[src/rtl/la_pkg.sv]
// Shared types and constants for the logic-analyzer capture controller.
// Holds the controller state encoding, the dump sub-phase encoding and the
// default host command bytes.
package la_pkg;

    // Controller state; the encoding is visible on state_o.
    typedef enum logic [1:0] {
        IDLE    = 2'd0,
        ARMED   = 2'd1,
        CAPTURE = 2'd2,
        DUMP    = 2'd3
    } state_t;

    // Dump sub-phase: issue a FIFO read, wait for its data, hold it on tx.
    typedef enum logic [1:0] {
        PH_FETCH = 2'd0,
        PH_WAIT  = 2'd1,
        PH_SEND  = 2'd2
    } dump_ph_t;

    localparam logic [7:0] DEF_ARM_CMD   = 8'h30;
    localparam logic [7:0] DEF_ABORT_CMD = 8'h78;

endpackage

[src/rtl/la_trigger.sv]
// Probe input register and masked trigger compare.
// Ports:
//   clk, rst         - clock, asynchronous active-high reset
//   probes           - raw signals under observation
//   trig_mask        - 1 = bit takes part in the compare
//   trig_value       - required value of the masked bits
//   probes_q         - probes delayed by one cycle (registered)
//   match_c          - combinational compare of probes_q against mask/value
module la_trigger #(
    parameter int unsigned SAMPLE_WIDTH = 3
) (
    input  logic                    clk,
    input  logic                    rst,
    input  logic [SAMPLE_WIDTH-1:0] probes,
    input  logic [SAMPLE_WIDTH-1:0] trig_mask,
    input  logic [SAMPLE_WIDTH-1:0] trig_value,
    output logic [SAMPLE_WIDTH-1:0] probes_q,
    output logic                    match_c
);

    // Single synchronising stage; everything downstream sees probes_q only.
    always_ff @(posedge clk or posedge rst) begin
        if (rst) begin
            probes_q <= '0;
        end else begin
            probes_q <= probes;
        end
    end

    // An all-zero mask always matches.
    always_comb begin
        match_c = (((probes_q ^ trig_value) & trig_mask) == '0);
    end

endmodule

[src/rtl/la_capture_ctrl.sv]
// Logic-analyzer sequencing controller: decodes arm/abort host bytes, waits
// for a masked trigger, writes FIFO_DEPTH consecutive samples to the FIFO and
// then drains the FIFO to the UART transmitter one byte per sample.
// Ports:
//   clk, rst                 - clock, asynchronous active-high reset
//   rx_data, rx_valid        - host command byte and its strobe
//   probes                   - signals under observation
//   trig_mask, trig_value    - trigger compare mask and required value
//   fifo_clr                 - one-cycle FIFO flush pulse
//   fifo_wr_en, fifo_wr_data - FIFO write strobe and sample
//   fifo_full                - FIFO full flag (protocol check only)
//   fifo_rd_en, fifo_rd_data - FIFO read strobe and data (1-cycle latency)
//   fifo_empty               - FIFO empty flag
//   tx_data, tx_valid, tx_ready - UART transmit handshake
//   state_o                  - current controller state
//   done                     - one-cycle pulse when a dump completes
module la_capture_ctrl
    import la_pkg::*;
#(
    parameter int unsigned FIFO_DEPTH   = 64,
    parameter int unsigned SAMPLE_WIDTH = 3,
    parameter logic [7:0]  ARM_CMD      = DEF_ARM_CMD,
    parameter logic [7:0]  ABORT_CMD    = DEF_ABORT_CMD
) (
    input  logic                    clk,
    input  logic                    rst,
    input  logic [7:0]              rx_data,
    input  logic                    rx_valid,
    input  logic [SAMPLE_WIDTH-1:0] probes,
    input  logic [SAMPLE_WIDTH-1:0] trig_mask,
    input  logic [SAMPLE_WIDTH-1:0] trig_value,
    output logic                    fifo_clr,
    output logic                    fifo_wr_en,
    output logic [SAMPLE_WIDTH-1:0] fifo_wr_data,
    input  logic                    fifo_full,
    output logic                    fifo_rd_en,
    input  logic [SAMPLE_WIDTH-1:0] fifo_rd_data,
    input  logic                    fifo_empty,
    output logic [7:0]              tx_data,
    output logic                    tx_valid,
    input  logic                    tx_ready,
    output logic [1:0]              state_o,
    output logic                    done
);

    localparam int unsigned         CNT_W     = $clog2(FIFO_DEPTH + 1);
    localparam logic [CNT_W-1:0]    DEPTH_CNT = CNT_W'(FIFO_DEPTH);

    state_t                  state, state_d;
    dump_ph_t                phase, phase_d;
    logic [CNT_W-1:0]        count, count_d;
    logic                    abort_pend, abort_pend_d;
    logic [SAMPLE_WIDTH-1:0] probes_q;
    logic                    match_c;

    logic                    fifo_clr_d, fifo_wr_en_d, fifo_rd_en_d, tx_valid_d, done_d;
    logic [SAMPLE_WIDTH-1:0] fifo_wr_data_d;
    logic [7:0]              tx_data_d;

    logic arm_req_c, abort_req_c, abort_hit_c, room_c;

    la_trigger #(
        .SAMPLE_WIDTH (SAMPLE_WIDTH)
    ) u_trigger (
        .clk        (clk),
        .rst        (rst),
        .probes     (probes),
        .trig_mask  (trig_mask),
        .trig_value (trig_value),
        .probes_q   (probes_q),
        .match_c    (match_c)
    );

    // Command decode; an abort seen earlier in DUMP stays pending until the
    // in-flight byte has been accepted.
    always_comb begin
        arm_req_c   = rx_valid && (rx_data == ARM_CMD);
        abort_req_c = rx_valid && (rx_data == ABORT_CMD);
        abort_hit_c = abort_req_c || abort_pend;
        room_c      = (count < DEPTH_CNT);
    end

    // State and output registers.
    always_ff @(posedge clk or posedge rst) begin
        if (rst) begin
            state        <= IDLE;
            phase        <= PH_FETCH;
            count        <= '0;
            abort_pend   <= 1'b0;
            fifo_clr     <= 1'b0;
            fifo_wr_en   <= 1'b0;
            fifo_wr_data <= '0;
            fifo_rd_en   <= 1'b0;
            tx_data      <= '0;
            tx_valid     <= 1'b0;
            done         <= 1'b0;
        end else begin
            state        <= state_d;
            phase        <= phase_d;
            count        <= count_d;
            abort_pend   <= abort_pend_d;
            fifo_clr     <= fifo_clr_d;
            fifo_wr_en   <= fifo_wr_en_d;
            fifo_wr_data <= fifo_wr_data_d;
            fifo_rd_en   <= fifo_rd_en_d;
            tx_data      <= tx_data_d;
            tx_valid     <= tx_valid_d;
            done         <= done_d;
        end
    end

    assign state_o = state;

    // Next-state logic.
    always_comb begin
        state_d      = state;
        phase_d      = phase;
        count_d      = count;
        abort_pend_d = abort_pend;
        case (state)
            IDLE: begin
                abort_pend_d = 1'b0;
                if (arm_req_c) state_d = ARMED;
            end
            ARMED: begin
                if (abort_req_c) begin
                    state_d = IDLE;
                end else if (match_c) begin
                    state_d = CAPTURE;
                    count_d = CNT_W'(1);
                end
            end
            CAPTURE: begin
                if (abort_req_c) begin
                    state_d = IDLE;
                    count_d = '0;
                end else if (room_c) begin
                    count_d = count + CNT_W'(1);
                end else begin
                    state_d = DUMP;
                    phase_d = PH_FETCH;
                    count_d = '0;
                end
            end
            default: begin // DUMP
                if (abort_req_c) abort_pend_d = 1'b1;
                case (phase)
                    PH_FETCH: begin
                        if (abort_hit_c || fifo_empty) begin
                            state_d      = IDLE;
                            abort_pend_d = 1'b0;
                        end else if (!tx_valid) begin
                            phase_d = PH_WAIT;
                        end
                    end
                    // First WAIT cycle has the read strobe up; data lands on the second.
                    PH_WAIT: begin
                        if (!fifo_rd_en) phase_d = PH_SEND;
                    end
                    default: begin // PH_SEND
                        if (tx_ready) begin
                            if (abort_hit_c || fifo_empty) begin
                                state_d      = IDLE;
                                phase_d      = PH_FETCH;
                                abort_pend_d = 1'b0;
                            end else begin
                                phase_d = PH_WAIT;
                            end
                        end
                    end
                endcase
            end
        endcase
    end

    // Next values of the registered outputs.
    always_comb begin
        fifo_clr_d     = 1'b0;
        fifo_wr_en_d   = 1'b0;
        fifo_wr_data_d = fifo_wr_data;
        fifo_rd_en_d   = 1'b0;
        tx_data_d      = tx_data;
        tx_valid_d     = tx_valid;
        done_d         = 1'b0;
        case (state)
            IDLE: begin
                if (arm_req_c) fifo_clr_d = 1'b1;
            end
            ARMED, CAPTURE: begin
                if (abort_req_c) begin
                    fifo_clr_d = 1'b1;
                end else if ((state == ARMED) ? match_c : room_c) begin
                    fifo_wr_en_d   = 1'b1;
                    fifo_wr_data_d = probes_q;
                end
            end
            default: begin // DUMP
                case (phase)
                    PH_FETCH: begin
                        if (abort_hit_c)     fifo_clr_d   = 1'b1;
                        else if (fifo_empty) done_d       = 1'b1;
                        else if (!tx_valid)  fifo_rd_en_d = 1'b1;
                    end
                    PH_WAIT: begin
                        if (!fifo_rd_en) begin
                            tx_data_d  = 8'(fifo_rd_data);
                            tx_valid_d = 1'b1;
                        end
                    end
                    default: begin // PH_SEND: accept edge may also issue the next read
                        if (tx_ready) begin
                            tx_valid_d = 1'b0;
                            if (abort_hit_c)     fifo_clr_d   = 1'b1;
                            else if (fifo_empty) done_d       = 1'b1;
                            else                 fifo_rd_en_d = 1'b1;
                        end
                    end
                endcase
            end
        endcase
    end

    // Writing into a full FIFO means the FIFO is undersized for FIFO_DEPTH.
    assert property (@(posedge clk) disable iff (rst) !(fifo_wr_en && fifo_full));

endmodule

[config.mk]
export PLATFORM = sky130hd
export DESIGN_NAME = la_capture_ctrl
export DESIGN_NICKNAME = d
export VERILOG_FILES = /design/src/rtl/la_pkg.sv /design/src/rtl/la_trigger.sv /design/src/rtl/la_capture_ctrl.sv
export SDC_FILE = /design/constraint.sdc
export NUM_CORES = 1
export LEC_CHECK = 0
export BUFFER_PORTS_ARGS = -buffer_cell sky130_fd_sc_hd__buf_2
export CORE_MARGIN = 2
export CORE_UTILIZATION = 48
export CTS_BUF_LIST = sky130_fd_sc_hd__clkbuf_4
export DETAILED_ROUTE_END_ITERATION = 12
export GPL_TIMING_DRIVEN = 0
export PLACE_DENSITY_LB_ADDON = 0.3
export SLEW_MARGIN = 20
export SYNTH_ARGS = -nofsm -noshare
export SYNTH_HDL_FRONTEND = slang
export SYNTH_SLANG_ARGS = --single-unit
[constraint.sdc]
create_clock -name clk -period 2.05 [get_ports clk]
set_input_delay 0.3075 -clock clk [delete_from_list [all_inputs] [get_ports clk]]
set_output_delay 0.3075 -clock clk [all_outputs]
set_load 0.01 [all_outputs]
# Word level (Yosys, flattened, before mapping)
# Index checks and enable logic that the tools add are counted.
dict set report totals {
  register_bits 26
  latch_bits 0
  ram_bits 0
  romBits 0
  memories 0
}
dict set report op_classes {
  addsub 1
  multipliers 0
  div_mod_pow 0
  magnitude_cmp 1
  n_eq_ne 17
  n_shift 0
  muxes 54
  n_bitwise 7
  n_reduce_logical 20
}
# operator n
set op_table {}
lappend op_table {{two-way mux 7 bit} 4}
lappend op_table {{two-way mux 2 bit} 13}
lappend op_table {{two-way mux 1 bit} 25}
lappend op_table {{one-hot mux 1 bit (2 select lines)} 7}
lappend op_table {{one-hot mux 7 bit (2 select lines)} 1}
lappend op_table {{!= test 2 bit, second input constant} 6}
lappend op_table {{one-hot mux 2 bit (2 select lines)} 3}
lappend op_table {{!= test 3 x 2 -> 1 bit, second input constant} 3}
lappend op_table {{AND reduction 3 bit} 3}
lappend op_table {{== test 8 x 6 -> 1 bit, second input constant} 1}
lappend op_table {{== test 8 x 7 -> 1 bit, second input constant} 1}
lappend op_table {{adder 7 x 1 -> 7 bit, second input constant} 1}
lappend op_table {{less-than comparator 7 bit, second input constant} 1}
lappend op_table {{AND reduction 7 bit} 1}
lappend op_table {{!= test 3 bit, second input constant} 2}
lappend op_table {{one-hot mux 2 bit (3 select lines)} 1}
lappend op_table {{NOT 1 bit} 5}
lappend op_table {{AND reduction 5 bit} 1}
lappend op_table {{nonzero test 5 bit} 1}
lappend op_table {{== test 2 x 1 -> 1 bit, second input constant} 2}
lappend op_table {{logical NOT 2 bit} 2}
lappend op_table {{!= test 4 x 2 -> 1 bit, second input constant} 1}
lappend op_table {{AND reduction 4 bit} 1}
lappend op_table {{nonzero test 2 bit} 2}
lappend op_table {{9 further kinds} 12}

# Longest topological paths before layout
# Gate-level depths: netlist (run 1).
dict set report depth {
  ltp_word 8
  depth_mapped 8
}

# Modules after synthesis
# From an unflattened synthesis (run 1), not the netlist that was laid out.
dict set report unflattened {
  hier_cells 149
  area_unflattened_um2 1527.7
}
# module n_inst cells_per_inst area_each_um2 seq_area_each_um2
set modules_own_cells {}
lappend modules_own_cells {la_capture_ctrl 1 141 1412.6 575.6}
lappend modules_own_cells {la_trigger 1 8 115.1 75.1}

# Least setup slack after synthesis (run 1)
# No wires, ideal clock.
dict set report synth_path {
  kind {input to register}
  from {input rx_data[2]}
  to {register count[4]}
  t_arrival_ns 1.881
  required_ns 1.940
  path_slack_ns 0.059
  cell_stages 8
  path_buffers 3
  cell_sequence {or4b_1 buf_2 or3_1 buf_6 a31oi_4 buf_6 o21ai_2 o41ai_1}
}
dict set report synth_via {
  elab_chain_len 4
}
# element line
set synth_rtl {}
lappend synth_rtl {{start, declared} la_capture_ctrl.sv:27} ;# input logic [7:0] rx_data,
lappend synth_rtl {{== test 8 x 7 -> 1 bit *} la_capture_ctrl.sv:78} ;# abort_req_c = rx_valid && (rx_data == ABORT_CMD);
lappend synth_rtl {{logical AND 1 bit *} la_capture_ctrl.sv:78}
lappend synth_rtl {{two-way mux 7 bit or != test 2 bit (tied branches)} --}
lappend synth_rtl {{one-hot mux 7 bit (2 select lines) or AND reduction 3 bit (tied branches)} --}
lappend synth_rtl {{end signal, assigned} la_capture_ctrl.sv:100} ;# count <= count_d;
lappend synth_rtl {{end, declared} la_capture_ctrl.sv:51} ;# logic [CNT_W-1:0] count, count_d;
# Every way passes the cells marked *; elsewhere a longest branch is shown, timed or not.
# A chain may end at the register's enable or synchronous reset.

# Final worst setup path (run 1)
dict set report layout_path {
  from {register state[1], in the netlist state_o[1]}
  to {register state[1], in the netlist state_o[1]}
}
dict set report layout_via {
  elab_chain_len 4
}
# element line
set layout_rtl {}
lappend layout_rtl {{start, declared} la_capture_ctrl.sv:49} ;# state_t state, state_d;
lappend layout_rtl {{start signal, assigned} la_capture_ctrl.sv:98} ;# state <= state_d;
lappend layout_rtl {{two-way mux 2 bit (2 in series)} --}
lappend layout_rtl {{one-hot mux 2 bit (2 select lines)} --}
lappend layout_rtl {{one-hot mux 2 bit (3 select lines)} la_capture_ctrl.sv:120} ;# case (state)
# Parallel ways exist; a longest one is shown, timed or not. The select of a mux whose other input is x is not followed.

==> results of run 1 <==
[what timing repair did]
item | 4_1_cts | 5_1_grt
endpoints found under the setup margin | 11 | 4
pin swaps | 1 | 2
gates resized for setup | 3 | 9
buffers inserted | 1 | 0
[critical path, delay by kind of cell (launching register included)]
kind                     cells  cell delay (ns)
AO/OA/AOI/OAI                4             0.80
adder cells (fa/ha/maj)      1             0.18
buffers and inverters        2             0.30
flip-flops                   1             0.44
AND/OR/NAND/NOR              1             0.09
[worst paths after layout]
| kind | startpoint | endpoint | cells past startpoint |
|---|---|---|---|
| max | state_o[1]$_DFFE_PP0P_ | state_o[1]$_DFFE_PP0P_ | 8 |
| min | probes[0] | u_trigger.probes_q[0]$_DFF_PP0_ | 1 |
| max reg2reg | state_o[1]$_DFFE_PP0P_ | state_o[1]$_DFFE_PP0P_ | 8 |
| min reg2reg | fifo_wr_data[0]$_DFFE_PP0P_ | fifo_wr_data[0]$_DFFE_PP0P_ | 1 |
| max in group asynchronous | rst | phase[0]$_DFFE_PP0P_ | 2 |
| min in group asynchronous | rst | fifo_wr_data[0]$_DFFE_PP0P_ | 2 |
[registers in the layout (all words and copies together) (netlist names)]
signal,count
phase,2
fifo_wr_data,3
fifo_wr_en,1
tx_valid,1
done,1
tx_data,3
count,7
u_trigger.probes_q,3
abort_pend,1
fifo_clr,1
fifo_rd_en,1
state_o,2
[metal layers]
layer  wire length, um  track usage  vias to the layer above
li1                  -            -                      620
met1              1250        0.208                      603
met2              1590        0.320                       21
met3               100       0.0393                        2
met4                16       0.0508                        0
met5                 0            0                        -
[cell usage in the layout, fill, tap and decap left out, drive strengths merged, types with 4 or more instances in the layout]
| cell type | n |
|---|---|
| a21oi | 4 |
| nor2 | 11 |
| inv | 7 |
| ha | 5 |
| dfrtp | 26 |
| clkbuf | 4 |
| conb | 5 |
| o21ai | 8 |
| nand2 | 15 |
| nor3 | 6 |
| mux2 | 6 |
| nor2b | 4 |
| o41ai | 4 |
| buf | 48 |
[power groups by stage]
stage	combinational [mW]	clock, mW	sequential [mW]
finish	1.24	0.213	0.756
floorplan	0.817	0	0.799
global placement	1.12	0	0.759
CTS	1.18	0.224	0.758
global route	1.37	0.238	0.777
detailed placement	1.15	0	0.769
[layout make-up]
class | count | area, um2 | share of cell area
sequential | 26 | 651 | 0.365
tap | 33 | 41.3 | 0.0232
buffer | 11 | 83.8 | 0.0471
clock buffer | 3 | 22.5 | 0.0126
timing repair buffer | 38 | 193 | 0.108
clock inverter | 1 | 3.75 | 0.00211
inverter | 7 | 26.3 | 0.0147
multi-input combinational | 107 | 761 | 0.427
[kinds of logic after synthesis]
kind of cell	count (synthesis)
flops	26
other cells	1
buf+inv	18
fa+ha+maj	5
simple gates	49
mux	7
compound gates	38
xor+xnor	3
[stage by stage]
step	power [mW]	setup WS [ns]	setup TNS (ns)	hold WS [ns]	cell area (um2)
floorplan	1.62	0.0590	0	0.339	1490
global placement	1.88	-0.243	-1.77	0.418	1720
detailed placement	1.92	-0.243	-2.03	0.417	1720
CTS	2.16	0.00487	0	0.0723	1760
global route	2.38	-0.0298	-0.0298	0.0625	1780
finish	2.21	0.125	0	0.0824	1780
==> impl_results.md, run 1 <==
* Status: complete, no violations
* Cell Area, Synth at 1480 um2
* Initial Util at 0.492
* GRT Residual Overflow at 0
* Crit path largest cell delay at 0.44 ns
* DRC Markers at 0
* Worst IR drop on VDD at 0.605 mV
* Total die area at 3540 um2
* Clock share of power at 0.097
* Ant. Diodes at 0
* 1st-iter DRT viols at 45
* Final Critical Period at 1.92 ns
* Sequential fraction of the synthesis area at 0.440
* Share of the synthesized area in the top cell type at 0.440
* Final setup violation count at 0
* First-pass GRT wire length at 4.85 mm
* Vias per std cell at 5.51
* Antenna viol nets, final at 0
* Final wirelength at 2.96 mm
* Total leakage power at 0.868 nW
* Post-synth top flop: dfrtp_1
* Combinational group share of total power at 0.560
* Largest family of logic cells by synthesized area: compound AO/OA/AOI/OAI gates
* H-tree depth at 1
* P_sw at 938 uW
* Crit Path Max Fanout at 10
* CTS Hold Bufs at 0
* Die Width at 59.5 um
* Syn Inst Count at 147
* # IOs at 44
* Total CTS buffers at 3
* Synth area leaders: dfrtp_1 (44%), ha_1 (4.2%), nand2_1 (3.8%)
* Final hold vios at 0
* Simple-Gate Fraction of Synth Area at 0.168
* Reg power frac at 0.343
* Arr. time, crit path at 2.13 ns
* Fin cells at 226
* CP max-delay cell: dfrtp_1
* Relative slew slack at 0.363
* Core area at 3000 um2
* Area grow syn2layout at 20.5%
* Multiplexer share of the synthesized area at 0.0525
* Critical Path RT at 2.26 ns
* Clk_lat worst skew at 0.32 ns
* Kind of critical path: reg -> reg
* CP endpoint kind: register
* CTS tree: yes
* Clock skew at 0.0110 ns
* Cells along the critical path: inv_1 > ha_1 > buf_4 > nor2_1 > a311oi_2 > o221ai_2 > a211oi_2 > o32ai_1
* Largest net degree at the start of global routing at 27
* Clock Sinks at 26
* Pins Over Slew Limit at 0
* HP Class: in -> reg
* Highest Clock Rate at 520 MHz
* Max Cap Violations at 0
* CTS clk-pin slew, worst paths at 0.14 ns
* CTS max path bufs at 2
* Post-synth cell types at 50
* Share of cells above drive strength 1 at 0.347
* Post-synthesis compound-gate area fraction at 0.207
* Ys async rst share at 1.00
* Sw Ratio at 0.425
* DP HPWL at 2.29 mm
* Port Buffers at 37
* Post-synth top area cell: dfrtp_1
* Worst slew pin tran at 0.955 ns
* Commonest cells post-synth: dfrtp_1 (26), nand2_1 (15), nor2_1 (10)
* Fin crit share at 0.939
* Most instantiated library cell after synthesis: dfrtp_1
* Initial antenna violation count at 0
* Synth Area in Adders at 0.0423
* Post-synth EDFFs at 0
* Fin nets at 225
* Fill cells at 266
* Die height at 59.5 um
* Post-layout util at 0.593
* CTS root buf: clkbuf_4
* Number of global-route vias before repair at 1185
* Synth Area in XOR/XNOR at 0.0178
* RePlAce Congestion at 0.860
* Synth warn at 0
* Int Power at 1.27 mW
* Startpoint Class: register
* Num rows at 20
* Overall Global Routing Usage at 0.177
* Avg Inst Size Synth at 10.1 um2
* Routed length per placed instance at 13.1 um
* Flops & latches, synth at 26
* Inst Count DP at 221
* Drt first pass iters at 4
* Via count at 1246
* Pwr Density at 1240 nW/um2
* Flop2flop setup slack at 0.13 ns
Note: power is estimated with default switching activity, not from simulation.
==> run 2, diff against run 1 <==
Settings changed: CELL_PAD_IN_SITES_DETAIL_PLACEMENT set to 1, CELL_PAD_IN_SITES_GLOBAL_PLACEMENT set to 1, CORE_UTILIZATION 48 to 36.
==> run 2 against run 1 <==
Against the previous run: hold slack worse by 0.042 ns; largest cell class unchanged; first-iteration DRC count down 40%; sequential share of layout area down 1.0 points; cell count up 8.0%; setup slack worse by 0.068 ns; largest power group unchanged; sequential power up 0.7%; via count up 5.9%; design area up 2.9%; register-to-register slack worse by 0.07 ns.
==> impl_results.md, run 2 (same netlist as run 1, synthesis figures left out) <==
* Status: complete, no violations
* Sw Ratio at 0.415
* Core area at 3970 um2
* HP Class: in -> async
* DP HPWL at 2.80 mm
* Share of cells above drive strength 1 at 0.356
* Crit Path Max Fanout at 10
* Final wirelength at 3.72 mm
* Via count at 1319
* Total die area at 4640 um2
* Inst Count DP at 238
* Pwr Density at 1290 nW/um2
* Fill cells at 482
* GRT Residual Overflow at 0
* Max Cap Violations at 0
* CTS tree: yes
* Fin crit share at 0.972
* Worst slew pin tran at 0.936 ns
* Clock Sinks at 26
* Kind of critical path: reg -> reg
* Worst IR drop on VDD at 0.490 mV
* CTS max path bufs at 2
* RePlAce Congestion at 0.842
* Critical Path RT at 2.27 ns
* Setup WS post-layout at 0.0569 ns
* H-tree depth at 1
* Placed cell areas at 1740 um2
* Total leakage power at 0.884 nW
* Routed length per placed instance at 15.2 um
* Initial antenna violation count at 0
* Max reg flops at 7
* Clk_lat worst skew at 0.33 ns
* DRC Markers at 0
* Commonest non-fill, non-tap cell in the layout: buf_2
* Reg power frac at 0.322
* Final Critical Period at 1.99 ns
* CTS clk-pin slew, worst paths at 0.15 ns
* Fin cells at 244
* Setup TNS at 0 ns
* Total power at 2.36 mW
* Antenna viol nets, final at 0
* CTS root buf: clkbuf_4
* Fin nets at 226
* Total CTS buffers at 3
* Most frequent cells in the layout: buf_2 (38), dfrtp_1 (26), nand2_1 (15)
* Drt first pass iters at 4
* Clock skew at 0.00982 ns
* Relative slew slack at 0.372
* Finished Cell Area at 1830 um2
* Final setup violation count at 0
* Initial Util at 0.372
* Final hold vios at 0
* Clock share of power at 0.152
* CP endpoint kind: register
* Largest register by flop count: count
* First-pass GRT wire length at 6.07 mm
* Post-layout util at 0.462
* Num rows at 23
* Overall Global Routing Usage at 0.175
* P_sw at 980 uW
* Area grow syn2layout at 23.9%
* # IOs at 44
* Number of global-route vias before repair at 1299
* Port Buffers at 37
* Highest Clock Rate at 502 MHz
* Int Power at 1.38 mW
* Die height at 68.1 um
* Combinational group share of total power at 0.525
* Ant. Diodes at 0
* Largest net degree at the start of global routing at 27
* Arr. time, crit path at 2.22 ns
* Die Width at 68.1 um
* Worst hold slack at 0.0407 ns
* Dpl ws at -0.304 ns
* Vias per std cell at 5.41
* Startpoint Class: register
* Pins Over Slew Limit at 0
* 1st-iter DRT viols at 27
[run 2: timing repair]
item | 4_1_cts | 5_1_grt
buffers inserted | 2 | 0
hold buffers | 0 | 0
setup endpoints to repair | 12 | 3
pin swaps | 1 | 1
resized for setup | 3 | 5
[run 2: path summary, 6_finish.rpt]
| path | startpoint | endpoint | slack [ns] | depth (start not counted) |
|---|---|---|---|---|
| worst max-delay path | state_o[1]$_DFFE_PP0P_ | state_o[1]$_DFFE_PP0P_ | 0.06 | 8 |
| worst min-delay path | rst | count[0]$_DFFE_PP0P_ | 0.04 | 2 |
| worst max register to register | state_o[1]$_DFFE_PP0P_ | state_o[1]$_DFFE_PP0P_ | 0.06 | 8 |
| worst min register to register | fifo_wr_data[0]$_DFFE_PP0P_ | fifo_wr_data[0]$_DFFE_PP0P_ | 0.51 | 1 |
| max in group asynchronous | rst | u_trigger.probes_q[1]$_DFF_PP0_ | 1.58 | 2 |
| min in group clk | probes[0] | u_trigger.probes_q[0]$_DFF_PP0_ | 0.06 | 1 |
[run 2: routing by layer]
metal / routed length (um) / track usage
met1: 1460 / 0.196
met4: 46 / 0.0475
met2: 2090 / 0.331
met3: 120 / 0.0345
met5: 0 / 0
[run 2: worst max-delay path: stages, from the launching register on]
cell      delay (ns)
dfrtp_1         0.45
inv_1           0.14
ha_1            0.18
clkbuf_4        0.21
nor2_1          0.08
a311oi_1        0.27
o221ai_2        0.17
a211oi_2        0.24
o32ai_1         0.14
[run 2: final cells by class]
class                      instances  area, um2  share of cell area
multi-input combinational        107        759               0.414
sequential                        26        651               0.355
timing repair buffer              39        200               0.109
buffer                            11       81.3              0.0444
tap                               50       62.6              0.0341
clock inverter                     1       30.0              0.0164
inverter                           7       26.3              0.0143
clock buffer                       3       22.5              0.0123
[run 2: power by group through the flow]
stage | sequential, mW | combinational, mW | clock (mW)
finish | 0.761 | 1.24 | 0.359
global route | 0.787 | 1.37 | 0.388
CTS | 0.764 | 1.22 | 0.369
detailed placement | 0.774 | 1.18 | 0
global placement | 0.760 | 1.14 | 0
floorplan | 0.799 | 0.817 | 0
